## src/rtl/cache_1_pkg.sv

```systemverilog
// Shared definitions for the level-1 direct-mapped cache controller:
// FSM state encoding and the tag-width helper.
package cache_1_pkg;

    localparam logic [1:0] ST_IDLE   = 2'd0;
    localparam logic [1:0] ST_LOOKUP = 2'd1;
    localparam logic [1:0] ST_MEM_RD = 2'd2;
    localparam logic [1:0] ST_MEM_WR = 2'd3;

    function automatic int tag_w(input int addr_width, input int index_width);
        return addr_width - index_width;
    endfunction

endpackage

```

## src/rtl/cache_1_data.sv

```systemverilog
// Synchronous-read data array: the read address is registered, so data_out
// reflects the address presented on the previous clock edge.
module cache_1_data #(
    parameter int AWIDTH = 3,
    parameter int DWIDTH = 32
) (
    input  logic              clock,
    input  logic [AWIDTH-1:0] addr,
    input  logic              write_enable,
    input  logic [DWIDTH-1:0] data_in,
    output logic [DWIDTH-1:0] data_out
);

    logic [DWIDTH-1:0] mem_q [2**AWIDTH];
    logic [AWIDTH-1:0] raddr_q;

    always_ff @(posedge clock) begin
        raddr_q <= addr;
        if (write_enable) begin
            mem_q[addr] <= data_in;
        end
    end

    assign data_out = mem_q[raddr_q];

endmodule

```

## src/rtl/cache_1_tag.sv

```systemverilog
// Valid/tag register file: combinational lookup port, synchronous write port.
// Only the valid bits are cleared by reset; stale tags are masked by valid.
module cache_1_tag
    import cache_1_pkg::*;
#(
    parameter int INDEX_WIDTH = 3,
    parameter int TAG_W       = 5
) (
    input  logic                   clock,
    input  logic                   reset,
    input  logic [INDEX_WIDTH-1:0] rd_idx,
    output logic                   rd_valid,
    output logic [TAG_W-1:0]       rd_tag,
    input  logic                   wr_en,
    input  logic [INDEX_WIDTH-1:0] wr_idx,
    input  logic [TAG_W-1:0]       wr_tag
);

    logic [2**INDEX_WIDTH-1:0] valid_q;
    logic [TAG_W-1:0]          tag_q [2**INDEX_WIDTH];

    always_ff @(posedge clock) begin
        if (reset) begin
            valid_q <= '0;
        end else if (wr_en) begin
            valid_q[wr_idx] <= 1'b1;
        end
    end

    always_ff @(posedge clock) begin
        if (wr_en) begin
            tag_q[wr_idx] <= wr_tag;
        end
    end

    assign rd_valid = valid_q[rd_idx];
    assign rd_tag   = tag_q[rd_idx];

endmodule

```

## src/rtl/cache_1_ctrl.sv

```systemverilog
// Level-1 direct-mapped cache controller: tag lookup, refill on read miss,
// write-through / no-write-allocate, saturating hit and miss counters.
module cache_1_ctrl
    import cache_1_pkg::*;
#(
    parameter int ADDR_WIDTH  = 8,
    parameter int INDEX_WIDTH = 3,
    parameter int DATA_WIDTH  = 32,
    parameter int CNT_WIDTH   = 16
) (
    input  logic                  clock,
    input  logic                  reset,
    input  logic                  cpu_req,
    input  logic                  cpu_we,
    input  logic [ADDR_WIDTH-1:0] cpu_addr,
    input  logic [DATA_WIDTH-1:0] cpu_wdata,
    output logic                  cpu_ready,
    output logic                  cpu_done,
    output logic                  cpu_hit,
    output logic [DATA_WIDTH-1:0] cpu_rdata,
    output logic                  mem_req,
    output logic                  mem_we,
    output logic [ADDR_WIDTH-1:0] mem_addr,
    output logic [DATA_WIDTH-1:0] mem_wdata,
    input  logic [DATA_WIDTH-1:0] mem_rdata,
    input  logic                  mem_ack,
    output logic [CNT_WIDTH-1:0]  hit_cnt,
    output logic [CNT_WIDTH-1:0]  miss_cnt
);

    localparam int TAG_W = tag_w(ADDR_WIDTH, INDEX_WIDTH);

    function automatic logic [CNT_WIDTH-1:0] sat_inc(input logic [CNT_WIDTH-1:0] v);
        return (&v) ? v : v + {{(CNT_WIDTH-1){1'b0}}, 1'b1};
    endfunction

    logic [1:0]            state_q, state_d;
    logic                  we_q, we_d;
    logic [ADDR_WIDTH-1:0] addr_q, addr_d;
    logic [DATA_WIDTH-1:0] wdata_q, wdata_d;
    logic                  hit_q, hit_d;
    logic                  mem_req_q, mem_req_d;
    logic                  mem_we_q, mem_we_d;
    logic                  done_q, done_d;
    logic                  cpu_hit_q, cpu_hit_d;
    logic [DATA_WIDTH-1:0] rdata_q, rdata_d;
    logic [CNT_WIDTH-1:0]  hit_cnt_q, hit_cnt_d;
    logic [CNT_WIDTH-1:0]  miss_cnt_q, miss_cnt_d;

    logic [INDEX_WIDTH-1:0] idx;
    logic [TAG_W-1:0]       tag;
    logic                   lk_valid;
    logic [TAG_W-1:0]       lk_tag;
    logic                   lookup_hit;
    logic                   refill;
    logic [INDEX_WIDTH-1:0] arr_addr;
    logic                   arr_we;
    logic [DATA_WIDTH-1:0]  arr_din;
    logic [DATA_WIDTH-1:0]  arr_dout;

    assign idx        = addr_q[INDEX_WIDTH-1:0];
    assign tag        = addr_q[ADDR_WIDTH-1:INDEX_WIDTH];
    assign lookup_hit = lk_valid && (lk_tag == tag);
    assign refill     = (state_q == ST_MEM_RD) && mem_ack;

    // IDLE presents the incoming index so array data is ready during LOOKUP.
    assign arr_addr = (state_q == ST_IDLE) ? cpu_addr[INDEX_WIDTH-1:0] : idx;
    assign arr_we   = ((state_q == ST_LOOKUP) && we_q && lookup_hit) || refill;
    assign arr_din  = (state_q == ST_MEM_RD) ? mem_rdata : wdata_q;

    cache_1_tag #(
        .INDEX_WIDTH (INDEX_WIDTH),
        .TAG_W       (TAG_W)
    ) u_tag (
        .clock    (clock),
        .reset    (reset),
        .rd_idx   (idx),
        .rd_valid (lk_valid),
        .rd_tag   (lk_tag),
        .wr_en    (refill),
        .wr_idx   (idx),
        .wr_tag   (tag)
    );

    cache_1_data #(
        .AWIDTH (INDEX_WIDTH),
        .DWIDTH (DATA_WIDTH)
    ) u_data (
        .clock        (clock),
        .addr         (arr_addr),
        .write_enable (arr_we),
        .data_in      (arr_din),
        .data_out     (arr_dout)
    );

    always_comb begin
        state_d    = state_q;
        we_d       = we_q;
        addr_d     = addr_q;
        wdata_d    = wdata_q;
        hit_d      = hit_q;
        mem_req_d  = mem_req_q;
        mem_we_d   = mem_we_q;
        done_d     = 1'b0;
        cpu_hit_d  = 1'b0;
        rdata_d    = rdata_q;
        hit_cnt_d  = hit_cnt_q;
        miss_cnt_d = miss_cnt_q;
        case (state_q)
            ST_IDLE: begin
                if (cpu_req) begin
                    we_d    = cpu_we;
                    addr_d  = cpu_addr;
                    wdata_d = cpu_wdata;
                    state_d = ST_LOOKUP;
                end
            end
            ST_LOOKUP: begin
                hit_d = lookup_hit;
                if (lookup_hit) hit_cnt_d  = sat_inc(hit_cnt_q);
                else            miss_cnt_d = sat_inc(miss_cnt_q);
                if (we_q) begin
                    mem_req_d = 1'b1;
                    mem_we_d  = 1'b1;
                    state_d   = ST_MEM_WR;
                end else if (lookup_hit) begin
                    done_d    = 1'b1;
                    cpu_hit_d = 1'b1;
                    rdata_d   = arr_dout;
                    state_d   = ST_IDLE;
                end else begin
                    mem_req_d = 1'b1;
                    mem_we_d  = 1'b0;
                    state_d   = ST_MEM_RD;
                end
            end
            ST_MEM_RD: begin
                if (mem_ack) begin
                    mem_req_d = 1'b0;
                    done_d    = 1'b1;
                    rdata_d   = mem_rdata;
                    state_d   = ST_IDLE;
                end
            end
            ST_MEM_WR: begin
                if (mem_ack) begin
                    mem_req_d = 1'b0;
                    done_d    = 1'b1;
                    cpu_hit_d = hit_q;
                    state_d   = ST_IDLE;
                end
            end
            default: state_d = ST_IDLE;
        endcase
    end

    always_ff @(posedge clock) begin
        if (reset) begin
            state_q    <= ST_IDLE;
            we_q       <= 1'b0;
            addr_q     <= '0;
            wdata_q    <= '0;
            hit_q      <= 1'b0;
            mem_req_q  <= 1'b0;
            mem_we_q   <= 1'b0;
            done_q     <= 1'b0;
            cpu_hit_q  <= 1'b0;
            rdata_q    <= '0;
            hit_cnt_q  <= '0;
            miss_cnt_q <= '0;
        end else begin
            state_q    <= state_d;
            we_q       <= we_d;
            addr_q     <= addr_d;
            wdata_q    <= wdata_d;
            hit_q      <= hit_d;
            mem_req_q  <= mem_req_d;
            mem_we_q   <= mem_we_d;
            done_q     <= done_d;
            cpu_hit_q  <= cpu_hit_d;
            rdata_q    <= rdata_d;
            hit_cnt_q  <= hit_cnt_d;
            miss_cnt_q <= miss_cnt_d;
        end
    end

    assign cpu_ready = (state_q == ST_IDLE);
    assign cpu_done  = done_q;
    assign cpu_hit   = cpu_hit_q;
    assign cpu_rdata = rdata_q;
    assign mem_req   = mem_req_q;
    assign mem_we    = mem_we_q;
    assign mem_addr  = addr_q;
    assign mem_wdata = wdata_q;
    assign hit_cnt   = hit_cnt_q;
    assign miss_cnt  = miss_cnt_q;

endmodule

```

## config.mk

```make
export PLATFORM = sky130hd
export DESIGN_NAME = cache_1_ctrl
export DESIGN_NICKNAME = d
export VERILOG_FILES = /design/src/rtl/cache_1_pkg.sv /design/src/rtl/cache_1_data.sv /design/src/rtl/cache_1_tag.sv /design/src/rtl/cache_1_ctrl.sv
export SDC_FILE = /design/constraint.sdc
export NUM_CORES = 1
export LEC_CHECK = 0
export ABC_AREA = 0
export CELL_PAD_IN_SITES_DETAIL_PLACEMENT = 1
export CELL_PAD_IN_SITES_GLOBAL_PLACEMENT = 1
export CORE_ASPECT_RATIO = 1.4
export CORE_MARGIN = 4
export CORE_UTILIZATION = 52
export CTS_BUF_LIST = sky130_fd_sc_hd__clkbuf_4
export DETAILED_ROUTE_END_ITERATION = 10
export GPL_ROUTABILITY_DRIVEN = 1
export PLACE_DENSITY = 0.86
export SYNTH_ARGS = -nofsm -noshare
export SYNTH_HDL_FRONTEND = slang
export SYNTH_SLANG_ARGS = --single-unit
```

## constraint.sdc

```tcl
create_clock -name clock -period 6.11 [get_ports clock]
set_clock_uncertainty 0.2 [all_clocks]
set_input_delay 1.222 -clock clock [delete_from_list [all_inputs] [get_ports clock]]
set_output_delay 1.222 -clock clock [all_outputs]
set_load 0.01 [all_outputs]
```

Word level (Yosys, flattened, before mapping) --
Memories as Yosys holds them, arrays and structs flattened. A register that Yosys moved wholly into a read port is not among the register bits. Index checks and enable logic that the tools add are counted. Widths: inputs -> output; s select.
Word-level totals: flip-flop bits (word level) 120, bits in writable memories 296, input port bits 77, logic and storage cells 86, memories kept 2
Operators by class: add/sub/neg operators 2, order comparisons 2, eq/ne operators 11, multiplexer cells 33, bitwise gates (word level) 4, reduce and logical (&&, ||, !) cells 19
Memories:
- u_data.mem_q | words 8, width 32, rd ports 1, clocked after Yosys merged registers in 1, wr ports 1, line cache_1_data.sv:14 | logic [DWIDTH-1:0] mem_q [2**AWIDTH];
- u_tag.tag_q | words 8, width 5, rd ports 1, clocked after Yosys merged registers in 1, wr ports 1, line cache_1_tag.sv:20 | logic [TAG_W-1:0] tag_q [2**INDEX_WIDTH];
Operators with widths (count):
- $mux 32 | 4
- $pmux 32 s2 | 1
- $add 16x1->16 const B | 2
- $reduce_and 16->1 | 2
- $mux 1 | 15
- $ne 2x2->1 const B | 5
- $mux 3 | 3
- $reduce_and 3->1 | 3
- $mux 2 | 4
- $or 8x8->8 | 1
- $pmux 1 s2 | 3
- $pmux 2 s3 | 1
- $reduce_and 2->1 | 3
- $eq 5x5->1 | 1
- $logic_and 1x1->1 | 5
- $eq 2x2->1 const B | 2
- $lt 3x4->1 const B | 1
- $reduce_and 4->1 | 1
- $reduce_bool 2->1 | 2
- $bmux 1 s3 | 1
- $demux 1 s3 | 1
- $ge 3x1->1 const B | 1
- $ne 3x3->1 const B | 1
- $not 1->1 | 3
- other kinds (5) | 5

Longest topological paths before layout --
Gate-level depths: netlist of the first run.
depth in word-level cells 7, depth in mapped cells 11, depth with buffers taken out 7

Modules after synthesis --
From an unflattened synthesis of the first run, not the netlist that was laid out.
Second synthesis, totals: cell total of the unflattened synthesis 1162, area, all modules 16903.7 µm²
By module, submodules not included:
- cache_1_data | times used 1, cells an instance 386, area each 9885.7 µm²
- cache_1_ctrl | times used 1, cells an instance 673, area each 5069.9 µm²
- cache_1_tag | times used 1, cells an instance 103, area each 1948.1 µm²

Worst setup path before layout of the first run --
No wires, ideal clock.
path type register to register, from register (tool-made name), to memory u_data.mem_q[5][0], enable pin, arrival 3.513 ns, data required time 5.489 ns, slack 1.976 ns, cell stages (with the launch flop) 9, path buffers 1, cells stage by stage dfxtp_1 > buf_6 > mux4_1 > mux2i_1 > xor2_1 > nand4_2 > nor4_1 > o21ai_0 > nor2_1
RTL lines (line):
- end, declared | cache_1_data.sv:14

==> results_dict.tcl, run 1 <==
set metrics [dict create \
    period_minus_slack_ns 4.99 \
    path_max_fanout 32 \
    gp_congestion 0.827 \
    drt_wl_total_um 48700 \
    post_route_cells_drive_above_1_share_pct 17.8 \
    fin_setup_tns_ns 0 \
    ys_seq_elements 422 \
    fin_nets 1494 \
    core_area_um2 31700 \
    root_buffer "clkbuf_4" \
    critPathArrivalTime_ns 5.14 \
    dr.max_layer_used "met4" \
    firstDrtPassIters 5 \
    crit_family "simple AND/OR/NAND/NOR gates" \
    cts-resized-gates 0 \
    ys_types 55 \
    yosys.area.top_type_share_pct 53.0 \
    pwr-share-comb_pct 9.4 \
    ant_nets 0 \
    vias 11300 \
    synthTopCellsByArea "edfxtp_1 53%, dfxtp_1 15%, mux4_2 8.6%" \
    post-route-drc-count 0 \
    synthArstFlopShare_pct 0 \
    start_util_pct 52.9 \
    netlist_area_um2 16800 \
    synth_edf_count 296 \
    slew_headroom_pct 9.50 \
    area_delta_synth_final_pct 20.8 \
    clkPwrFrac_pct 38.3 \
    ios 186 \
    grt_pass1_vias 12600 \
    crit_buf_inv 0 \
    status "completed" \
    viasPerCell 5.95 \
    dp_hpwl_um 29300 \
    seq_area_frac_synth_pct 68.0 \
    p_seq_share_pct 52.2 \
    rr_endpoint "u_data.mem_q[4][25]" \
    fin_crit_sh_pct 81.6 \
    cts_tree "done" \
    setup_viol 0 \
    dr_wl_met2_um 26200 \
    p_int_mw 4.56 \
    wl_met3_um 2990 \
    post_cts_buffers 0 \
    swShare_pct 25.9 \
    synth_warnings 0 \
    ctsHoldBuffers 0 \
    die_w_um 160 \
    rsz0062_at_grt "no" \
    clock_latency_ns 0.79 \
    drt-met1-wl_um 17200 \
    slowest_stage "nor2_4" \
    track_usage_pct 28.0 \
    peakVddDrop_v 0.000200 \
    wl_per_cell_um 25.7 \
    crit_chain "mux4_1 -> mux2i_1 -> xor2_1 -> nand4_2 -> nor4_1 -> o21ai_0 -> nor2_4" \
    setup.worst_path.class "flop to flop" \
    htree_levels 3 \
    grt_antenna_before_repair 1 \
    fillers 3015 \
    grt.overflow.total 0 \
    pwr_density_cell_nw_per_um2 304 \
    port_buffers 185 \
    fmax_mhz 200 \
    worst_hold_startpoint "mem_wdata[4]" \
    rows 77 \
    die_area_um2 35200 \
    tightest_slew_ns 1.34 \
    syn_nets 1268 \
    crit_path_start_kind "flop" \
    synthFlopType "edfxtp_1" \
    power.total_mw 6.15 \
    multiInputGateArea_um2 5090 \
    grt_pass1_wl_um 75100 \
    leakagePower_nw 6.88 \
    power.switching_mw 1.60 \
    whs_endpoint "mem_wdata[4]" \
    hp-class "flop to flop" \
    syn_avg_cell_area_um2 14.1 \
    yosys.area.top_type "edfxtp_1" \
    hold_depth 2 \
    hold_viol_final 0 \
    cp.required_ns 6.27 \
    endpoint_kind "flop" \
    rr_worst_depth 7 \
    clk_pin_slew_worst_paths_ns 0.07 \
    maxCapViolCount 0 \
    cts_sinks 422 \
    die_h_um 221 \
    regArea_um2 11400 \
    reg2reg_slack_ns 1.12 \
    numCtsBuffers 96 \
    postSynthCellCount 1189 \
    first_iter_violations 964 \
    grt_start_max_net_pins 83 \
    drv_slew 0 \
    clockBufferDepth 3 \
    cpPeakStageDelay_ns 1.10 \
]
-- worst max-delay path by stage --
| stage | from | endpoint | cells past startpoint |
|---|---|---|---|
| after floorplan | flop | u_data.mem_q[5][0] | 8 |
| after global placement | flop | u_data.mem_q[5][19] | 7 |
| after detailed placement | flop | u_data.mem_q[4][19] | 7 |
| after CTS | flop | u_data.mem_q[4][20] | 7 |
| after global routing | flop | u_data.mem_q[4][25] | 7 |
| final | flop | u_data.mem_q[4][25] | 7 |
-- metrics by stage --
step | hold slack (ns) | util (%) | worst slack [ns] | std cells | cell area (um2)
finish | 0.277 | 63.9 | 1.12 | 1893 | 20300
global route | 0.304 | 63.9 | 0.849 | 1893 | 20300
CTS | 0.281 | 63.9 | 1.15 | 1892 | 20300
detailed placement | 0.252 | 59.9 | 1.31 | 1712 | 19000
global placement | 0.248 | 59.9 | 1.65 | 1712 | 19000
floorplan | 0.233 | - | 1.98 | 1189 | 16800
-- area by class of cell --
| type | count | area share (%) |
|---|---|---|
| clock buffers | 143 | 5.30 |
| flip-flops and latches | 422 | 56.3 |
| clock inverters | 37 | 1.07 |
| inverters | 19 | 0.352 |
| multi-input cells | 684 | 25.1 |
| repair buffers | 192 | 9.38 |
| diodes | 1 | 0.0123 |
| well taps | 395 | 2.44 |
-- registers in the layout, summed over array words and instances (netlist names), 2 cells and up, named ones only --
register / flops
cpu_rdata: 32
miss_cnt: 16
state_q: 2
hit_cnt: 16
mem_wdata: 32
u_tag.tag_q: 40
u_data.mem_q: 256
mem_addr: 8
u_tag.valid_q: 8
-- routing by layer --
layer	vias up	global-route usage, %
met2	489	50.8
met3	140	6.45
met1	5698	31.4
li1	4929	-
met4	0	13.5
met5	-	0
-- power by group through the flow --
stage | Combinational [mW] | Clock, mW | Sequential (mW)
finish | 0.581 | 2.36 | 3.21
detailed placement | 0.570 | 0 | 3.28
CTS | 0.584 | 2.40 | 3.21
global placement | 0.538 | 0 | 3.27
floorplan | 0.355 | 0 | 3.23
global route | 0.622 | 2.56 | 3.22
-- layout by cell type, fill, tap and decap left out, types with 3 or more instances in the layout --
cell and count:
a21o_2 3, inv_2 3, and3_1 7, or4_1 4, clkbuf_4 143, inv_1 19
mux4_2 64, nand2_1 209, clkinv_2 8, mux4_1 5, mux2_2 8, or3_1 5
edfxtp_1 296, nor2_4 9, clkinv_1 21, mux2i_1 88, nor2_1 92, nor3_1 4
xor2_1 4, buf_4 8, nor4_1 7, o31ai_1 4, o21ai_0 42, a31o_2 4
nand3_1 14, dfxtp_1 123, a21oi_1 57, clkdlybuf4s50_1 184, nand4_1 7, xnor2_1 5
nor2b_1 7
-- worst min-delay path, cell delays in order, from the launching register on --
cell     delay [ns]
dfxtp_1        0.32
nand2_1        0.05
a21oi_1        0.05
-- synth_stat cells (2+ instances only) --
cell type	n
xor2_1	4
a31o_2	4
nor4_1	7
o31ai_1	4
a41oi_1	2
a311oi_1	2
nor2_1	101
buf_4	5
a21oi_1	57
buf_2	3
nand3_1	14
mux2_2	8
a21o_2	3
and2_1	3
dfxtp_1	126
a211oi_1	2
nor2b_1	7
nor3_1	4
mux4_2	64
mux4_1	5
and3_1	7
nand3b_1	2
edfxtp_1	296
ha_1	2
clkbuf_1	45
mux2i_1	88
o21ai_0	42
xnor2_1	5
o21bai_1	2
nor3b_1	2
or4_1	4
buf_1	8
or3_1	5
nand4_1	7
nand2_1	210
inv_1	19
clkbuf_8	2
-- kinds of logic (layout without fill, tap and decap cells) --
family | count (synthesis) | in the layout | share of synthesized area, %
fa+ha+maj | 2 | 2 | 0.149
buf+inv | 83 | 391 | 2.16
simple gates | 381 | 381 | 9.69
compound gates | 127 | 127 | 4.36
flops | 422 | 422 | 68.0
other cells | 0 | 1 | 0
mux | 165 | 165 | 15.2
xor+xnor | 9 | 9 | 0.470
Power figures use the tool's default switching activity.
==> inputs of run 2 (changes only) <==
--- a/config.mk
+++ b/config.mk
@@ -10,11 +10,11 @@
 export CELL_PAD_IN_SITES_GLOBAL_PLACEMENT = 1
 export CORE_ASPECT_RATIO = 1.4
 export CORE_MARGIN = 4
-export CORE_UTILIZATION = 52
+export CORE_UTILIZATION = 48
 export CTS_BUF_LIST = sky130_fd_sc_hd__clkbuf_4
 export DETAILED_ROUTE_END_ITERATION = 10
 export GPL_ROUTABILITY_DRIVEN = 1
-export PLACE_DENSITY = 0.86
+export PLACE_DENSITY = 0.81
 export SYNTH_ARGS = -nofsm -noshare
 export SYNTH_HDL_FRONTEND = slang
 export SYNTH_SLANG_ARGS = --single-unit
==> constraint.sdc (replaced) <==
create_clock -name clock -period 4.9 [get_ports clock]
set_clock_uncertainty 0.2 [all_clocks]
set_input_delay 0.98 -clock clock [delete_from_list [all_inputs] [get_ports clock]]
set_output_delay 0.98 -clock clock [all_outputs]
set_load 0.01 [all_outputs]
==> run 2 against run 1 <==
Effect of this change: critical path depth is 2 higher; design area is 1.3% higher; global-route usage is 5.0 points lower; sequential power is 26% higher; critical endpoint is now u_data.mem_q[5][25]; largest cell class unchanged.
==> results_dict.tcl, run 2 (synthesis results as in run 1) <==
set metrics [dict create \
    status "completed" \
    swShare_pct 24.5 \
    port_buffers 185 \
    cp.required_ns 5.06 \
    ctsHoldBuffers 0 \
    period_minus_slack_ns 4.16 \
    p_int_mw 5.77 \
    clockBufferDepth 3 \
    die_h_um 229 \
    crit_buf_inv 2 \
    largest_register_ffs 256 \
    grt_start_max_net_pins 94 \
    grt.overflow.total 0 \
    slowest_stage "dfxtp_1" \
    crit_path_start_kind "flop" \
    htree_levels 3 \
    wl_per_cell_um 22.4 \
    peakVddDrop_v 0.000198 \
    leakagePower_nw 6.98 \
    hold_viol_final 0 \
    clkPwrFrac_pct 38.5 \
    grt_antenna_before_repair 1 \
    firstDrtPassIters 5 \
    rr_worst_depth 9 \
    grt_pass1_wl_um 68400 \
    die_area_um2 38100 \
    rr_endpoint "u_data.mem_q[5][25]" \
    hp-class "flop to flop" \
    ios 186 \
    power.switching_mw 1.87 \
    layout_common_cells "296 x edfxtp_1, 209 x nand2_1, 184 x clkdlybuf4s50_1" \
    grt_pass1_vias 12000 \
    numCtsBuffers 101 \
    crit_chain "mux2i_1 -> mux4_1 -> xor2_1 -> nand3_1 -> nor4_1 -> o21ai_0 -> buf_4 -> nor2_4 -> buf_4" \
    maxCapViolCount 0 \
    rsz0062_at_grt "no" \
    fin_nets 1513 \
    vias 10900 \
    crit_family "flip-flops" \
    gp_congestion 0.779 \
    pwr-share-comb_pct 8.8 \
    power.total_mw 7.64 \
    post_cts_buffers 0 \
    hold_depth 2 \
    post_route_cells_drive_above_1_share_pct 18.1 \
    root_buffer "clkbuf_4" \
    whs_endpoint "hit_q" \
    path_max_fanout 32 \
    fin_ws_ns 0.740 \
    setup.worst_path.class "flop to flop" \
    endpoint_kind "flop" \
    clk_pin_slew_worst_paths_ns 0.07 \
    area_delta_synth_final_pct 22.3 \
    core_area_um2 34300 \
    final_cells 1972 \
    regMostFlops "u_data.mem_q" \
    cts-resized-gates 0 \
    fin_crit_sh_pct 84.9 \
    final_core_util_pct 59.8 \
    cpPeakStageDelay_ns 0.90 \
    top_regs "u_data.mem_q (256), u_tag.tag_q (40)" \
    pwr_density_cell_nw_per_um2 372 \
    reg2reg_slack_ns 0.74 \
    post-route-drc-count 0 \
    dp_cells 1782 \
    critPathArrivalTime_ns 4.32 \
    drt_wl_total_um 44200 \
    fmax_mhz 240 \
    fillers 3394 \
    drv_slew 0 \
    dp_slack_ns 0.871 \
    fin_setup_tns_ns 0 \
    setup_viol 0 \
    viasPerCell 5.53 \
    dp_hpwl_um 28300 \
    worst_hold_startpoint "hit_q" \
    cts_sinks 422 \
    slew_headroom_pct 17.9 \
    rows 80 \
    track_usage_pct 23.0 \
    tightest_slew_ns 1.23 \
    cpMostUsedCell "buf_4" \
    first_iter_violations 723 \
    die_w_um 166 \
    start_util_pct 48.9 \
    ant_nets 0 \
    cts_tree "done" \
    p_seq_share_pct 52.7 \
    layout_commonest_cell "edfxtp_1" \
    clock_latency_ns 0.78 \
]
==> run 2: cell count changes in the layout (fill, tap and decap cells not counted) <==
cell,before,now
buf_12,0,2
buf_4,8,20
bufinv_16,2,3
clkbuf_4,143,147
clkinv_1,21,35
clkinv_2,8,3
clkinv_4,2,0
inv_2,3,1
inv_6,1,0
==> run 2: layout make-up <==
type / instances / area [um2] / share of cell area (%)
multi-input combinational: 684 / 5090 / 24.8
clock buffer: 147 / 1100 / 5.38
tap: 451 / 564 / 2.75
sequential: 422 / 11400 / 55.6
timing repair buffer: 206 / 2030 / 9.90
clock inverter: 42 / 240 / 1.17
inverter: 19 / 71.3 / 0.347
antenna: 1 / 2.50 / 0.0122
==> run 2: stage by stage <==
stage	hold WS, ns	cell area, um2
2_1_floorplan	0.233	16800
3_3_place_gp	0.244	19200
3_5_place_dp	0.254	19200
4_1_cts	0.262	20500
5_1_grt	0.289	20500
6_report	0.266	20500
==> run 2: routing by layer <==
| metal | GRT usage [%] | wire length, um | vias to the layer above |
|---|---|---|---|
| li1 | - | - | 4959 |
| met4 | 7.58 | 824 | 0 |
| met2 | 43.4 | 24500 | 335 |
| met5 | 0 | 0 | - |
| met1 | 26.0 | 16800 | 5547 |
| met3 | 4.33 | 2140 | 60 |
==> run 2: worst max-delay path by stage <==
stage,startpoint,endpoint,slack [ns],cells past startpoint
6_report,flop,u_data.mem_q[5][25],0.74,9
5_1_grt,flop,u_data.mem_q[4][22],0.58,9
4_1_cts,flop,u_data.mem_q[4][22],0.78,9
3_5_place_dp,flop,u_data.mem_q[4][15],0.87,9
3_3_place_gp,flop,u_data.mem_q[4][20],1.14,9
2_1_floorplan,flop,u_data.mem_q[5][0],0.77,8
==> run 2: power groups by stage <==
stage	registers (mW)	logic (mW)	clock network [mW]
after floorplan	4.02	0.443	0
final	4.03	0.671	2.95
after global routing	4.04	0.729	3.23
after detailed placement	4.11	0.676	0
after CTS	4.03	0.682	3.02
after global placement	4.10	0.646	0
==> run 2: worst min-delay path: stages, from the launching register on <==
cell     delay, ns
dfxtp_1       0.31
nand2_1       0.05
a21oi_1       0.06
